## src/rtl/axis_pkg.sv

```systemverilog
// Shared types and helpers for the narrow-to-wide stream packer.
package axis_pkg;

  typedef enum logic [0:0] {EMPTY, HOLD} PackState_t;

  // Lane index width. A one-bit floor keeps the counter legal for every RATIO.
  function automatic int lane_idx_width(input int ratio);
    int w;
    w = $clog2(ratio);
    return (w < 1) ? 1 : w;
  endfunction

endpackage

```

## src/rtl/axis_width_packer_if.sv

```systemverilog
// Stream bundle for axis_width_packer: narrow input side (s_*) and wide output side (m_*).
// AXIS_WIDTH_PACKER_LAST_EN adds s_last, m_last and m_keep.
interface axis_width_packer_if #(
  parameter int BITWIDTH = 8,
  parameter int RATIO    = 4
);
  logic                      s_valid;
  logic                      s_ready;
  logic [BITWIDTH-1:0]       s_data;
  logic                      m_valid;
  logic                      m_ready;
  logic [RATIO*BITWIDTH-1:0] m_data;
`ifdef AXIS_WIDTH_PACKER_LAST_EN
  logic                      s_last;
  logic                      m_last;
  logic [RATIO-1:0]          m_keep;

  modport master (output s_valid, s_data, s_last, m_ready,
                  input  s_ready, m_valid, m_data, m_last, m_keep);
  modport slave  (input  s_valid, s_data, s_last, m_ready,
                  output s_ready, m_valid, m_data, m_last, m_keep);
`else
  modport master (output s_valid, s_data, m_ready,
                  input  s_ready, m_valid, m_data);
  modport slave  (input  s_valid, s_data, m_ready,
                  output s_ready, m_valid, m_data);
`endif
endinterface

```

## src/rtl/axis_width_packer.sv

```systemverilog
// Packs RATIO narrow beats into one registered wide word, lane 0 = first beat.
// Optional AXIS_WIDTH_PACKER_LAST_EN: s_last ends a short word, reported via m_keep/m_last.
module axis_width_packer
  import axis_pkg::*;
#(
  parameter int BITWIDTH = 8,
  parameter int RATIO    = 4
) (
  input  logic             clk,
  input  logic             rst,
  axis_width_packer_if.slave bus
);

  localparam int IW = lane_idx_width(RATIO);
  localparam int WW = RATIO * BITWIDTH;
  localparam int AW = (RATIO - 1) * BITWIDTH;
  localparam logic [IW-1:0] LAST_IDX = IW'(RATIO - 1);

  if (RATIO < 2) begin : g_ratio_check
    $error("axis_width_packer: RATIO must be >= 2");
  end

  PackState_t    state_q;
  logic [IW-1:0] idx_q;
  logic [AW-1:0] acc_q;
  logic [WW-1:0] m_data_q;
  logic [WW-1:0] word_d;
  logic          s_last_w;
  logic          complete_term;
  logic          s_rdy;
  logic          s_ok;
  logic          m_ok;
  logic          complete;

`ifdef AXIS_WIDTH_PACKER_LAST_EN
  logic [RATIO-1:0] m_keep_q;
  logic [RATIO-1:0] keep_d;
  logic             m_last_q;

  assign s_last_w   = bus.s_last;
  assign bus.m_keep = m_keep_q;
  assign bus.m_last = m_last_q;

  always_comb begin
    keep_d = '0;
    for (int i = 0; i < RATIO; i++) keep_d[i] = (IW'(i) <= idx_q);
  end
`else
  assign s_last_w = 1'b0;
`endif

  // Only the completing beat can stall, and only behind an unaccepted word.
  assign complete_term = (idx_q == LAST_IDX) || s_last_w;
  assign s_rdy         = !complete_term || (state_q == EMPTY) || bus.m_ready;
  assign s_ok          = bus.s_valid && s_rdy;
  assign m_ok          = (state_q == HOLD) && bus.m_ready;
  assign complete      = s_ok && complete_term;

  assign bus.s_ready = s_rdy;
  assign bus.m_valid = (state_q == HOLD);
  assign bus.m_data  = m_data_q;

  // Lanes at and above idx are still zero in the accumulator, so dropping the
  // current beat into lane idx yields the zero-padded word for short words too.
  always_comb begin
    word_d = {{BITWIDTH{1'b0}}, acc_q};
    for (int i = 0; i < RATIO; i++) begin
      if (idx_q == IW'(i)) word_d[i*BITWIDTH +: BITWIDTH] = bus.s_data;
    end
  end

  always_ff @(posedge clk or posedge rst) begin
    if (rst) begin
      state_q  <= EMPTY;
      idx_q    <= '0;
      acc_q    <= '0;
      m_data_q <= '0;
`ifdef AXIS_WIDTH_PACKER_LAST_EN
      m_keep_q <= '0;
      m_last_q <= 1'b0;
`endif
    end else begin
      case (state_q)
        EMPTY: if (complete) state_q <= HOLD;
        HOLD:  if (!complete && m_ok) state_q <= EMPTY;
        default: state_q <= EMPTY;
      endcase

      if (complete) begin
        m_data_q <= word_d;
        idx_q    <= '0;
        acc_q    <= '0;
`ifdef AXIS_WIDTH_PACKER_LAST_EN
        m_keep_q <= keep_d;
        m_last_q <= s_last_w;
`endif
      end else if (s_ok) begin
        idx_q <= idx_q + IW'(1);
        for (int i = 0; i < RATIO - 1; i++) begin
          if (idx_q == IW'(i)) acc_q[i*BITWIDTH +: BITWIDTH] <= bus.s_data;
        end
      end
    end
  end

endmodule

```

## src/flat_wrapper.sv

```systemverilog
// flat-port wrapper written by rule: the top's interface ports become plain ports
module axis_width_packer_flat import axis_pkg::*;
#(
  parameter int BITWIDTH = 8,
  parameter int RATIO    = 4
)
  (clk, rst, bus_s_valid, bus_s_data, bus_m_ready, bus_s_ready, bus_m_valid, bus_m_data);
  axis_width_packer_if #(.BITWIDTH(BITWIDTH), .RATIO(RATIO)) bus_i ();
  input  logic clk;
  input  logic rst;
  input wire logic [$bits(bus_i.s_valid)-1:0] bus_s_valid;
  input wire logic [$bits(bus_i.s_data)-1:0] bus_s_data;
  input wire logic [$bits(bus_i.m_ready)-1:0] bus_m_ready;
  output wire logic [$bits(bus_i.s_ready)-1:0] bus_s_ready;
  output wire logic [$bits(bus_i.m_valid)-1:0] bus_m_valid;
  output wire logic [$bits(bus_i.m_data)-1:0] bus_m_data;
  assign bus_i.s_valid = bus_s_valid;
  assign bus_i.s_data = bus_s_data;
  assign bus_i.m_ready = bus_m_ready;
  assign bus_s_ready = bus_i.s_ready;
  assign bus_m_valid = bus_i.m_valid;
  assign bus_m_data = bus_i.m_data;
  axis_width_packer #(.BITWIDTH(BITWIDTH), .RATIO(RATIO)) u_core (.clk(clk), .rst(rst), .bus(bus_i));
endmodule
```

## config.mk

```make
export PLATFORM = sky130hd
export DESIGN_NAME = axis_width_packer_flat
export DESIGN_NICKNAME = d
export VERILOG_FILES = /design/src/rtl/axis_pkg.sv /design/src/rtl/axis_width_packer_if.sv /design/src/rtl/axis_width_packer.sv /design/src/flat_wrapper.sv
export SDC_FILE = /design/constraint.sdc
export NUM_CORES = 1
export LEC_CHECK = 0
export CAP_MARGIN = 10
export CORE_ASPECT_RATIO = 0.6
export CORE_MARGIN = 1
export CORE_UTILIZATION = 40
export CTS_CLUSTER_SIZE = 8
export DETAILED_ROUTE_END_ITERATION = 8
export PLACE_DENSITY = 0.61
export SYNTH_ARGS = -nofsm -noshare
export SYNTH_HDL_FRONTEND = slang
export SYNTH_SLANG_ARGS = --single-unit
```

## constraint.sdc

```tcl
create_clock -name clk -period 2.35 [get_ports clk]
set_input_delay 0.3525 -clock clk [delete_from_list [all_inputs] [get_ports clk]]
set_output_delay 0.3525 -clock clk [all_outputs]
set_load 0.02 [all_outputs]
```

======== After elaboration in Yosys (flattened, before gate mapping) ========
Index checks and enable logic that the tools add are counted.
storage, ports and cells
  word-level logic and storage cells ...... 30
  bits in registers ....................... 59
  output and inout port bits .............. 34
  bits of input ports ..................... 12
cells by class
  muxes and demuxes ....................... 11
  bitwise logic cells ..................... 1
  add/subtract/negate cells ............... 1
  reduce and logical (&&, ||, !) cells .... 10
  eq/ne operators ......................... 3
operator list
  kind                                           number
  two-way mux 24 bit                             2
  two-way mux 8 bit                              4
  == test 2 bit, second input constant           2
  logical AND 1 bit                              4
  two-way mux 2 bit                              2
  adder 2 x 1 -> 2 bit, second input constant    1
  == test 2 x 1 -> 1 bit, second input constant  1
  zero test 1 bit                                2
  zero test 2 bit                                1
  logical OR 1 bit                               2
  two-way mux 1 bit                              2
  case mux 1 bit (2 select lines)                1
  nonzero test 2 bit                             1
  inverter 1 bit                                 1

======== Longest topological paths before layout ========
  word-level depth ........................ 10
  mapped depth ............................ 7
  gate-level depth less buffers ........... 5

======== Worst setup path before layout ========
OpenSTA, ideal clock, no wires.
  path kind ............................... flip-flop to flip-flop
  start point ............................. register u_core.idx_q[0]
  end point ............................... register u_core.idx_q[1]
  arrival ................................. 1461 ps
  data required time ...................... 2225 ps
  setup time .............................. 125 ps
  path slack .............................. 765 ps
  clock period less this slack ............ 1585 ps
  cell stages (with the launch flop) ...... 6
  buffers on the path ..................... 1
  cell sequence ........................... dfrtp_1 ha_1 buf_6 nand3b_1 nand2_2 mux2_2
on the way
  longest elaborated chain between the ends .. 7
  elaborated cells between the ends (all ways) .. 10
  those cells by class .................... 1 x add/sub; 1 x eq/ne; 2 x mux; 6 x reduce/logical
RTL lines
  what                                                            line                     RTL
  from (decl)                                                     axis_width_packer.sv:24  logic [IW-1:0] idx_q;
  from (signal assigned)                                          axis_width_packer.sv:98  idx_q <= idx_q + IW'(1);
  == test 2 bit (*)                                               axis_width_packer.sv:53  assign complete_term = (idx_q == LAST_IDX) || s_last_w;
  zero test 1 bit (*)                                             axis_width_packer.sv:54  assign s_rdy = !complete_term || (state_q == EMPTY) || bus.m_ready;
  logical OR 1 bit (*) (2 in series)                              axis_width_packer.sv:54
  net bus_s_ready                                                 flat_wrapper.sv:14       output wire logic [$bits(bus_i.s_ready)-1:0] bus_s_ready;
  logical AND 1 bit (*)                                           axis_width_packer.sv:55  assign s_ok = bus.s_valid && s_rdy;
  logical AND 1 bit                                               axis_width_packer.sv:57  assign complete = s_ok && complete_term;
  two-way mux 2 bit / nonzero test 2 bit (equally long branches)  --
The timed path passes the listed nets; every way through them passes the cells marked *. The select of a mux whose other input is x is not followed.
A chain may end at the register's enable or synchronous reset.

======== Final worst setup path ========
  start point ............................. register u_core.idx_q[0]
  end point ............................... output bus_s_ready
on the way
  longest elaborated chain between the ends .. 4
RTL lines
  what                            line
  == test 2 bit                   axis_width_packer.sv:53
  zero test 1 bit                 axis_width_packer.sv:54
  logical OR 1 bit (2 in series)  axis_width_packer.sv:54
  to (decl)                       flat_wrapper.sv:14
No other way between the ends.

==> results.ini <==
[outcome]
status=finished, final reports clean

[place]
placed_cell_area_um2=3440
gp_congestion=0.730
dpl.hpwl_mm=4.03
place_worst_setup_slack_ns=0.367
portBuffers=45

[global_routing]
grt_pass1_vias=1866
grt_pass1_wl_mm=10.0
grt_overflow_total=0
grt_start_max_net_pins=33
grtUsageTotal=0.179
antenna_found_initial=0

[cts]
post_cts_buffers=0
htree_num_levels=3
ctsResizeCount=0
hold_buffers=0
worstSkewPairLatency_ns=0.33
cts_num_sinks=59
cts_tree=built
cts.clk_slew.worst_paths_ns=0.05
numCtsBuffers=9
cts_buffer_depth=2
root_buffer=clkbuf_16

[setup_path]
crit_type=reg2out
reg2reg_slack_ns=0.49
ff2ff_path_depth=5
cp-end-kind=output pin
r2r-end=u_core.acc_q[5]
crit_arrival_ns=1.81
crit_fanout=5
cp-start-kind=flop
r2r_start=u_core.idx_q[0]
cp.required_ns=2.00

[synth]
netlist_area_um2=2960
synth_warnings=0
synth_nets=239
yosysSeqAreaShare=0.498
syn_inst=223
synth_top_area_frac=0.498
synth_cell_type_count=24
synth_area_leaders=dfrtp_1 (50%), mux2_4 (15%), o2bb2ai_1 (7.1%)
yosysTopAreaCell=dfrtp_1
synth.avg_cell_area_um2=13.3
synth-seq-cells=59

[sta]
timing.final.ws_setup_ns=0.190
fin_skew_ns=0.00430
finalHoldViolCount=0
worstMarginPinSlew_ns=0.561
fin_setup_tns_ns=0
fin_crit_sh=0.919
setup_viol=0
rsz0062_at_grt=false
max_slew_margin=0.626
max_freq_ghz=0.463
slew_viol_final=0
finalCriticalPeriod_ns=2.16

[detailed_routing]
firstDrtPassIters=5
wl_met2_mm=2.47
num_vias=1867
top_layer=met4
routed_wirelength_mm=6.03
drc=0
wl_met1_mm=3.20
ant_nets=0
wl_met3_um=261
drt_iter0_markers=85
wl_per_cell_um=16.7
avgViaCountPerCell=5.16

[power]
leakagePower_nw=1.77
vdd_drop_max_v=0.000546
powerDensity_nw_per_um2=1600

[min_path]
hp-class=in2async

[layout]
layout_common_cells=dfrtp_1 (59), clkdlybuf4s50_1 (45), mux2_4 (30), o2bb2ai_1 (24), a21o_1 (24)
final_layout_size_suffix_gt1_frac=0.215
fillers=598
finish.utilization=0.540
diodes=0
seq_area_um2=1480
fin_area_um2=3730
multiInputGateArea_um2=1310
layout.nets=286
final_common_cell=dfrtp_1
area_growth_pct=25.9

[die]
die_h_um=68.7
die_area_um2=7770
rows=23
initial_utilization=0.429
coreArea_um2=6910
io_pins=46
dieWidth_um=113

[job]
max-cap-violations=0

## logic make-up after synthesis
| kind of cell | Yosys count | synth area share |
|---|---|---|
| AO/OA/AOI/OAI | 74 | 0.177 |
| adder cells (fa/ha/maj) | 4 | 0.0169 |
| buffers and inverters | 20 | 0.0595 |
| flip-flops | 59 | 0.498 |
| multiplexers | 33 | 0.163 |
| AND/OR/NAND/NOR | 33 | 0.0845 |
## critical path, cell delays in order, from the launching register on
cell	delay, ns
dfrtp_1	0.43
ha_1	0.26
nand3b_1	0.17
clkdlybuf4s50_1	0.63
## power breakdown
group / internal, mW / switching (mW)
clock network: 0.826 / 0.432
logic: 1.59 / 1.30
registers: 1.54 / 0.281
total: 3.95 / 2.01
## Yosys cell counts
| master | count |
|---|---|
| a21o_1 | 24 |
| a21oi_1 | 22 |
| a31oi_1 | 4 |
| and2_0 | 2 |
| and2_1 | 1 |
| and2b_1 | 20 |
| buf_12 | 3 |
| buf_2 | 3 |
| buf_4 | 3 |
| buf_6 | 5 |
| clkbuf_1 | 2 |
| dfrtp_1 | 59 |
| ha_1 | 4 |
| inv_1 | 4 |
| mux2_2 | 3 |
| mux2_4 | 30 |
| nand2_1 | 1 |
| nand2_2 | 1 |
| nand2_4 | 1 |
| nand2b_4 | 1 |
| nand3b_1 | 1 |
| nor2b_1 | 4 |
| nor2b_4 | 1 |
| o2bb2ai_1 | 24 |
## per-stage QoR
| stage | cells | total power, mW | hold WS [ns] |
|---|---|---|---|
| 6_report | 362 | 5.96 | 0.357 |
| 2_1_floorplan | 223 | 3.92 | 0.449 |
| 4_1_cts | 362 | 6.04 | 0.360 |
| 5_1_grt | 362 | 6.36 | 0.404 |
| 3_3_place_gp | 346 | 4.68 | 0.464 |
| 3_5_place_dp | 346 | 4.73 | 0.466 |
## flip-flops by register name, summed over array words and instances (netlist names)
register and flops:
u_core.bus.m_valid 1, u_core.bus.m_data 32, u_core.idx_q 2, u_core.acc_q 24
## routing by layer
| metal | global-route usage | vias up |
|---|---|---|
| li1 | - | 898 |
| met1 | 0.249 | 920 |
| met2 | 0.252 | 37 |
| met3 | 0.0551 | 12 |
| met4 | 0.0888 | 0 |
| met5 | 0 | - |
## cell type report
class	count	share of cell area
well taps	87	0.0292
multi-input cells	144	0.351
inverters	4	0.00402
clock buffers	15	0.0771
clock inverters	1	0.00134
flip-flops and latches	59	0.396
repair buffers	52	0.142
## how the worst max path moves through the flow
stage | from | to
finish | u_core.idx_q[0] | bus_s_ready
global route | u_core.idx_q[0] | bus_s_ready
floorplan | rst | u_core.acc_q[0]
detailed placement | bus_m_ready | bus_s_ready
CTS | u_core.idx_q[0] | bus_s_ready
global placement | bus_m_ready | bus_s_ready
(Power assumes the default switching activity.)
